==> src/rtl/mem_bus_stage.sv <==
// Memory stage of a 5-stage pipeline: passes ALU results through, or runs one
// big-endian bus access (load/store) with an ack timeout and stalls upstream.
module mem_bus_stage #(
  parameter int REG_ADDR_W = 5,
  parameter int ADDR_W     = 32,
  parameter int TMO_CYC    = 16
) (
  input  logic                  clk,
  input  logic                  rst,
  input  logic [REG_ADDR_W-1:0] wd_i,
  input  logic                  wreg_i,
  input  logic [31:0]           wdata_i,
  input  logic [31:0]           hi_i,
  input  logic [31:0]           lo_i,
  input  logic                  whilo_i,
  input  logic [3:0]            mem_op_i,
  input  logic [ADDR_W-1:0]     mem_addr_i,
  input  logic [31:0]           mem_data_i,
  output logic [REG_ADDR_W-1:0] wd_o,
  output logic                  wreg_o,
  output logic [31:0]           wdata_o,
  output logic [31:0]           hi_o,
  output logic [31:0]           lo_o,
  output logic                  whilo_o,
  output logic                  stall_req_o,
  output logic                  err_o,
  output logic                  bus_req_o,
  output logic                  bus_we_o,
  output logic [ADDR_W-1:0]     bus_addr_o,
  output logic [3:0]            bus_sel_o,
  output logic [31:0]           bus_wdata_o,
  input  logic                  bus_ack_i,
  input  logic [31:0]           bus_rdata_i,
  output logic [1:0]            state_o
);

  // Bus handshake: bus_req_o rises with stable we/addr/sel/wdata and holds them
  // until the first cycle bus_ack_i is seen high; that cycle completes the
  // transfer and bus_rdata_i is sampled. Acks outside REQ are ignored.

  localparam logic [3:0] OP_LB  = 4'd1;
  localparam logic [3:0] OP_LBU = 4'd2;
  localparam logic [3:0] OP_LH  = 4'd3;
  localparam logic [3:0] OP_LHU = 4'd4;
  localparam logic [3:0] OP_LW  = 4'd5;
  localparam logic [3:0] OP_SB  = 4'd6;
  localparam logic [3:0] OP_SH  = 4'd7;
  localparam logic [3:0] OP_SW  = 4'd8;
  localparam int CNT_W = $clog2(TMO_CYC);

  typedef enum logic [1:0] {S_IDLE = 2'd0, S_REQ = 2'd1, S_DONE = 2'd2} state_t;

  state_t            state_q, state_d;
  logic [CNT_W-1:0]  cnt_q, cnt_d;
  logic              bus_req_q, bus_req_d;
  logic              bus_we_q, bus_we_d;
  logic [ADDR_W-1:0] bus_addr_q, bus_addr_d;
  logic [3:0]        bus_sel_q, bus_sel_d;
  logic [31:0]       bus_wdata_q, bus_wdata_d;
  logic [31:0]       rdata_q, rdata_d;
  logic [3:0]        op_q, op_d;
  logic              fail_q, fail_d;

  logic        is_load, is_store, is_half, is_word, misaligned;
  logic [3:0]  sel_c;
  logic [31:0] wdata_c;
  logic [7:0]  byte_c;
  logic [15:0] half_c;
  logic [31:0] load_c;
  logic        done_is_load;

  always_comb begin
    is_load    = (mem_op_i >= OP_LB) && (mem_op_i <= OP_LW);
    is_store   = (mem_op_i >= OP_SB) && (mem_op_i <= OP_SW);
    is_half    = (mem_op_i == OP_LH) || (mem_op_i == OP_LHU) || (mem_op_i == OP_SH);
    is_word    = (mem_op_i == OP_LW) || (mem_op_i == OP_SW);
    misaligned = (is_half && mem_addr_i[0]) || (is_word && (mem_addr_i[1:0] != 2'b00));
  end

  // Big-endian lanes: address offset 0 is the most significant byte.
  always_comb begin
    sel_c   = 4'b0000;
    wdata_c = mem_data_i;
    if (is_word) begin
      sel_c = 4'b1111;
    end else if (is_half) begin
      sel_c   = mem_addr_i[1] ? 4'b0011 : 4'b1100;
      wdata_c = {2{mem_data_i[15:0]}};
    end else begin
      case (mem_addr_i[1:0])
        2'b00:   sel_c = 4'b1000;
        2'b01:   sel_c = 4'b0100;
        2'b10:   sel_c = 4'b0010;
        default: sel_c = 4'b0001;
      endcase
      wdata_c = {4{mem_data_i[7:0]}};
    end
  end

  always_comb begin
    case (bus_addr_q[1:0])
      2'b00:   byte_c = rdata_q[31:24];
      2'b01:   byte_c = rdata_q[23:16];
      2'b10:   byte_c = rdata_q[15:8];
      default: byte_c = rdata_q[7:0];
    endcase
    half_c       = bus_addr_q[1] ? rdata_q[15:0] : rdata_q[31:16];
    done_is_load = (op_q >= OP_LB) && (op_q <= OP_LW);
    case (op_q)
      OP_LB:   load_c = {{24{byte_c[7]}}, byte_c};
      OP_LBU:  load_c = {24'd0, byte_c};
      OP_LH:   load_c = {{16{half_c[15]}}, half_c};
      OP_LHU:  load_c = {16'd0, half_c};
      default: load_c = rdata_q;
    endcase
  end

  always_comb begin
    state_d     = state_q;
    cnt_d       = cnt_q;
    bus_req_d   = bus_req_q;
    bus_we_d    = bus_we_q;
    bus_addr_d  = bus_addr_q;
    bus_sel_d   = bus_sel_q;
    bus_wdata_d = bus_wdata_q;
    rdata_d     = rdata_q;
    op_d        = op_q;
    fail_d      = fail_q;
    case (state_q)
      S_IDLE: begin
        if ((is_load || is_store) && !misaligned) begin
          state_d     = S_REQ;
          cnt_d       = '0;
          bus_req_d   = 1'b1;
          bus_we_d    = is_store;
          bus_addr_d  = mem_addr_i;
          bus_sel_d   = sel_c;
          bus_wdata_d = wdata_c;
          op_d        = mem_op_i;
          fail_d      = 1'b0;
        end
      end
      S_REQ: begin
        // Ack wins over timeout when both land in the same cycle.
        if (bus_ack_i) begin
          rdata_d   = bus_rdata_i;
          bus_req_d = 1'b0;
          state_d   = S_DONE;
        end else if (cnt_q == CNT_W'(TMO_CYC - 1)) begin
          bus_req_d = 1'b0;
          fail_d    = 1'b1;
          state_d   = S_DONE;
        end else begin
          cnt_d = cnt_q + 1'b1;
        end
      end
      default: state_d = S_IDLE;
    endcase
  end

  always_ff @(posedge clk or negedge rst) begin
    if (!rst) begin
      state_q     <= S_IDLE;
      cnt_q       <= '0;
      bus_req_q   <= 1'b0;
      bus_we_q    <= 1'b0;
      bus_addr_q  <= '0;
      bus_sel_q   <= 4'b0000;
      bus_wdata_q <= 32'd0;
      rdata_q     <= 32'd0;
      op_q        <= 4'd0;
      fail_q      <= 1'b0;
    end else begin
      state_q     <= state_d;
      cnt_q       <= cnt_d;
      bus_req_q   <= bus_req_d;
      bus_we_q    <= bus_we_d;
      bus_addr_q  <= bus_addr_d;
      bus_sel_q   <= bus_sel_d;
      bus_wdata_q <= bus_wdata_d;
      rdata_q     <= rdata_d;
      op_q        <= op_d;
      fail_q      <= fail_d;
    end
  end

  always_comb begin
    wd_o        = wd_i;
    wreg_o      = wreg_i;
    wdata_o     = wdata_i;
    hi_o        = hi_i;
    lo_o        = lo_i;
    whilo_o     = whilo_i;
    stall_req_o = 1'b0;
    err_o       = 1'b0;
    case (state_q)
      S_IDLE: begin
        if (is_load || is_store) begin
          if (misaligned) begin
            err_o  = 1'b1;
            wreg_o = 1'b0;
          end else begin
            stall_req_o = 1'b1;
          end
        end
      end
      S_REQ: stall_req_o = 1'b1;
      default: begin
        if (fail_q) begin
          err_o  = 1'b1;
          wreg_o = 1'b0;
        end else if (done_is_load) begin
          wdata_o = load_c;
        end
      end
    endcase
    // Write-back sees a clean bubble while reset is held.
    if (!rst) begin
      wd_o        = '0;
      wreg_o      = 1'b0;
      wdata_o     = 32'd0;
      hi_o        = 32'd0;
      lo_o        = 32'd0;
      whilo_o     = 1'b0;
      stall_req_o = 1'b0;
      err_o       = 1'b0;
    end
  end

  assign bus_req_o   = bus_req_q;
  assign bus_we_o    = bus_we_q;
  assign bus_addr_o  = bus_addr_q;
  assign bus_sel_o   = bus_sel_q;
  assign bus_wdata_o = bus_wdata_q;
  assign state_o     = state_q;

endmodule
==> config.mk <==
export PLATFORM = sky130hd
export DESIGN_NAME = mem_bus_stage
export DESIGN_NICKNAME = d
export VERILOG_FILES = /design/src/rtl/mem_bus_stage.sv
export SDC_FILE = /design/constraint.sdc
export NUM_CORES = 1
export LEC_CHECK = 0
export CORE_AREA = 3 3 148 150
export CTS_CLUSTER_SIZE = 28
export DETAILED_ROUTE_END_ITERATION = 7
export DIE_AREA = 0 0 151 153
export DONT_BUFFER_PORTS = 1
export PLACE_DENSITY = 0.53
export SLEW_MARGIN = 20
export SYNTH_ARGS = -nofsm -noshare
export SYNTH_HDL_FRONTEND = slang
export SYNTH_SLANG_ARGS = --single-unit
==> constraint.sdc <==
create_clock -name clk -period 2.7 [get_ports clk]
set_input_delay 0.54 -clock clk [delete_from_list [all_inputs] [get_ports clk]]
set_output_delay 0.54 -clock clk [all_outputs]
set_load 0.005 [all_outputs]
# Yosys cells after proc, flatten, opt, wreduce, memory -nomap -nowiden
# Index checks and enable logic that the tools add are counted.
classes:
  add_sub_neg: 1
  magnitude_cmp: 6
  eq_ne: 20
  muxes: 47
  reduce_logical: 24
op_table:
  columns: ["operator", "n"]
  rows:
  - ["32-bit 2-to-1 mux", 8]
  - ["32-bit case mux with 4 select lines", 1]
  - ["4-bit 2-to-1 mux", 6]
  - ["8-bit case mux with 3 select lines", 1]
  - ["1-bit 2-to-1 mux", 18]
  - ["4-bit by 3-bit == test with 1-bit output (second input constant)", 4]
  - ["16-bit 2-to-1 mux", 1]
  - ["4-bit by 2-bit == test with 1-bit output (second input constant)", 3]
  - ["4-bit case mux with 3 select lines", 1]
  - ["1-bit case mux with 2 select lines", 5]
  - ["4-bit == test (second input constant)", 2]
  - ["4-bit by 1-bit >= comparator with 1-bit output (second input constant)", 2]
  - ["4-bit by 3-bit less-or-equal comparator with 1-bit output (second input constant)", 2]
  - ["2-bit inequality test (second input constant)", 4]
  - ["4-bit case mux with 2 select lines", 1]
  - ["4-bit AND reduction", 2]
  - ["2-bit by 1-bit == test with 1-bit output (second input constant)", 3]
  - ["1-bit logical AND", 6]
  - ["2-bit logical NOT", 3]
  - ["2-bit 2-to-1 mux", 3]
  - ["2-bit AND reduction", 3]
  - ["1-bit logical OR", 5]
  - ["5-bit 2-to-1 mux", 1]
  - ["4-bit by 1-bit adder with 4-bit output (second input constant)", 1]
  - ["other kinds (10)", 12]
word_totals:
  reg_bits: 113

# Depth between registers and ports, before layout
logic_depth:
  word_depth: 9
  ltp_mapped: 7
  ltp_nobuf: 5

# Worst setup path after synthesis
# No wires, ideal clock.
synth_path:
  path_kind: "reg-to-output"
  startpoint: "register op_q[2]"
  endpoint: "output wdata_o[20]"
  arrival_ps: 1834
  required_ps: 2160
  setup_slack_ps: 326
  stages_incl_launch_ff: 8
  n_path_buf: 3
  cell_sequence: "dfrtp_1 > clkbuf_1 > or3_1 > and3_1 > buf_2 > nor2_2 > buf_1 > o2bb2ai_1"
synth_via:
  elab_chain_len: 6
  elab_cells_between_ends: 12
synth_lines:
  columns: ["element", "line", "text"]
  rows:
  - ["start: declaration", "61", "logic [3:0] op_q, op_d;"]
  - ["start signal: assignment", "182", "op_q <= op_d;"]
  - ["4-bit by 1-bit >= comparator with 1-bit output, or another cell as far along", "108", "done_is_load = (op_q >= OP_LB) && (op_q <= OP_LW);"]
  - ["1-bit logical AND or 32-bit case mux with 4 select lines (tied branches)", "108, 109", null]
  - ["32-bit 2-to-1 mux (*)", "212", "end else if (done_is_load) begin"]
  - ["32-bit 2-to-1 mux (*)", "209", "if (fail_q) begin"]
  - ["32-bit 2-to-1 mux (*)", "196", "case (state_q)"]
  - ["32-bit 2-to-1 mux (*)", "218", "if (!rst) begin"]
  - ["end: declaration", "21", "output logic [31:0] wdata_o,"]
# Mark *: on every way between the ends. The rest lies on a longest branch, timed or not.

# Final worst setup path
layout_path:
  startpoint: "register bus_addr_q[1], in the netlist bus_addr_o[1]"
  endpoint: "output wdata_o[22]"
layout_via:
  elab_chain_len: 7
  elab_cells_between_ends: 10
layout_lines:
  columns: ["element", "line", "text"]
  rows:
  - ["start: declaration", "57", "logic [ADDR_W-1:0] bus_addr_q, bus_addr_d;"]
  - ["start signal: assignment", "178", "bus_addr_q <= bus_addr_d;"]
  - ["2-bit == test, or another cell as far along", "101", "case (bus_addr_q[1:0])"]
  - ["8-bit case mux with 3 select lines", "101", null]
  - ["32-bit case mux with 4 select lines (*)", "109", "case (op_q)"]
  - ["32-bit 2-to-1 mux (*)", "212", null]
  - ["32-bit 2-to-1 mux (*)", "209", null]
  - ["32-bit 2-to-1 mux (*)", "196", null]
  - ["32-bit 2-to-1 mux (*)", "218", null]
# Marks and branches as above.

==> out/results.tsv <==
stage	metric	value	unit
timing	hold_ws	-189	ps
critical_path	worst_ep_arrival_time	2120	ps
clocking	tritoncts	built	
drt	drt-total-wl	23.4	mm
pwr	p_clk_share	29.3	%
drt	router_iterations_before_antenna_repair	7	
drt	route.vias.total	5195	
drt	ant_nets	0	
floorplan	design.die.area	0.0231	mm²
floorplan	floorplan.initialDensity	32.1	%
critical_path	worstSetupEndpointType	output port	
layout	layout_commonest_cell	mux2_2	
layout	instances_no_fill	901	
place	gp_congestion	0.887	
synthesis	post_synth_xor_area_fraction	0.393	%
synthesis	synth.distinct_cells	60	
synthesis	postSynthAreaPerCell	11.1	µm²
worst_hold_path	timing.hold.worst.class	input port to asynchronous set/reset pin	
grt	first_global_vias	5444	
clocking	clkTransAtPathRegs	60	ps
layout	area.growth.synth_to_final	19.2	%
synthesis	synth_compound_area_share	12.9	%
timing	layout_min_cycle_time	2660	ps
pwr	power.combinational.fraction	33.2	%
critical_path	cp_slowest_cell	dfrtp_2	
synthesis	largest_cells_by_area_after_synthesis	dfrtp_1 42%, mux2_2 19%, and2_1 6.6%, mux2i_1 2.5%, mux4_2 2.4%	
timing	fin_worst_skew	18.1	ps
floorplan	die_y	153	µm
critical_path	cp_cell_sequence	buf_12, mux2_2, nor2b_1, o2111ai_2, buf_6, o2bb2ai_1	
synthesis	synth-edff-count	0	
pwr	irDropWorstVdd	0.496	mV
timing	actual_transition_at_the_worst_max_transition_pin	943	ps
grt	grt_start_max_net_pins	190	
timing	grt_setup_unrepaired	true	
synthesis	synth_fa_ha_area_share	0.187	%
clocking	clock-root-buffer	clkbuf_16	
place	place_worst_setup_slack	80.1	ps
timing	setup_viol	0	
critical_path	timing_worst_setup_path_type	flop to output port	
critical_path	worst_path_dominant_cell_family	flip-flops	
place	port_buffers	0	
floorplan	die-width	151	µm
pwr	netSwitchingFraction	35.0	%
drt	wl_per_cell	26.0	µm
critical_path	timing.critical_path.slowest_cell_delay	430	ps
floorplan	floorplan.rows	53	
clocking	cts-root-to-sink-buffers	2	
place	detailed_place_hpwl	17.4	mm
layout	share_of_cells_above_drive_strength_1	36.6	%
critical_path	path_max_fanout	19	
timing	worst_setup_slack_final	40.3	ps
timing	fin_crit_sh	98.5	%
floorplan	core_region_area	0.0208	mm²
synthesis	synth.mux.area_fraction	24.1	%
pwr	pwr-share-seq	37.6	%
timing	achievable-frequency	376	MHz
synthesis	synthesis.yosys.warnings	0	
synthesis	synth_top_family_by_area	multiplexers	
timing	slew_limit_fails	0	
clocking	worst_skew_pair.late_latency	420	ps
floorplan	io_pins	383	
synthesis	synth_area	0.00668	mm²
grt	track_usage	19.5	%
layout	fin_nets	819	
drt	drt_iter0_drc	324	
timing	timing.slew.headroom	36.9	%
synthesis	netlist_instances	600	
status	outcome	finished with violations	
synthesis	yosys_most_used_dff	dfrtp_1	
grt	total_gr_overflow	0	
status	violations_in_the_final_reports	hold timing	
pwr	internal-power	5.73	mW
synthesis	synth-async-reset-ratio	100	%
pwr	powerDensity	1110	mW/mm²
pwr	p_switching	3.09	mW
clocking	cts_buffers	17	
pwr	design_power_total	8.82	mW
synthesis	synth-simple-area-share	15.3	%
critical_path	cp_data_required_time	2160	ps
synthesis	synth.top_cell.area_share	42.3	%
critical_path	setup.worst_path.start_class	flop	
layout	mostFrequentLayoutCells	114 x mux2_2, 108 x dfrtp_1, 70 x and2_1, 32 x nor2_1, 31 x buf_4	
critical_path	path_buf_inv	2	
pwr	power.static_leakage	3.24	nW
synthesis	synth_fp_nets	807	
grt	antenna_found_initial	5	
drt	drcViolationCount	0	
drt	vias_per_cell	5.77	
synthesis	ys_seq_area_share	42.3	%
timing	report.final.hold_viol_count	113	
place	post-place-cells	856	
clocking	cts_h_tree_lvls	4	
clocking	clock_sink_count	113	
grt	grt_first_pass_wirelength	33.6	mm
job	cap_violations	0	
synthesis	postSynthRegisterBits	113	
synthesis	post-synth-top-area-cell	dfrtp_1	
## worst register-to-register path, delay by kind of cell (launching register included)
| kind | cells | cell delay (ps) |
|---|---|---|
| AOI/OAI and AO/OA | 1 | 340 |
| DFF | 1 | 410 |
| and+or+nand+nor | 1 | 220 |
| buffers and inverters | 2 | 560 |
| muxes | 1 | 400 |
## power groups by stage
stage               Clock [mW]  Sequential [mW]  Combinational, mW
finish                    2.58             3.31               2.92
detailed placement           0             3.30               2.59
global placement             0             3.30               2.52
CTS                       2.64             3.30               2.75
global route              2.72             3.43               3.17
floorplan                    0             2.94               2.11
## state kept, by name (all words and copies together) (netlist names)
register,count
bus_addr_o,32
bus_wdata_o,32
rdata_q,32
bus_sel_o,4
cnt_q,4
op_q,4
state_o,2
bus_req_o,1
bus_we_o,1
fail_q,1
## synthesized netlist by cell type, drive strengths merged (10+ instances only)
master	n
clkbuf	23
buf	25
and2	71
o2bb2ai	15
nor3	10
a21oi	12
o21ai	13
nor2	33
inv	15
mux2	114
mux2i	17
dfrtp	113
## through the flow
stage          hold WS [ps]  utilization [%]  TNS, ps  area, µm²
6_report               -189             38.3        0       7970
5_1_grt                -213             38.2     -634       7960
4_1_cts                -210             37.5        0       7810
3_5_place_dp            247             33.7        0       7010
3_3_place_gp            248             33.7        0       7010
2_1_floorplan           244                -        0       6680
## timing repair
item                                   CTS  global route
pin swaps                                3             5
endpoints found under the hold margin  113           113
setup endpoints to repair               32            32
buffers inserted                         5             5
resized for setup                       22            23
gates cloned                             2             0
## cells by family (layout without fill, tap and decap cells)
kind of cell	Yosys count	in the layout
other cells	0	1
mux	138	138
xor+xnor	3	3
buf+inv	63	86
fa+ha+maj	1	1
compound gates	110	111
simple gates	172	173
flops	113	113
## layer usage
layer	vias up	GRT usage, %	routed length [µm]
met1	2578	20.5	8130
met3	45	7.17	2200
met2	330	35.7	12500
li1	2240	-	-
met5	-	0	12
met4	2	6.35	544
## cell type report
cell class / instances / area (µm²)
diodes: 1 / 2.50
flip-flops and latches: 113 / 2830
well taps: 275 / 344
clock inverters: 15 / 243
repair buffers: 39 / 362
fillers: 1977 / 12900
multi-input cells: 426 / 3700
inverters: 15 / 56.3
clock buffers: 17 / 425
## final timing paths
kind	start	end	slack, ps	cells after the start
min reg2reg	bus_addr_o[2]	bus_addr_o[2]	540	1
max	bus_addr_o[1]	wdata_o[22]	40	6
min	rst	bus_addr_o[5]	-190	0
max in group asynchronous	rst	rdata_q[12]	2710	0
min in group clk	mem_data_i[4]	bus_wdata_o[4]	260	1
max reg2reg	state_o[1]	bus_wdata_o[1]	660	5
(Power assumes the default switching activity.)
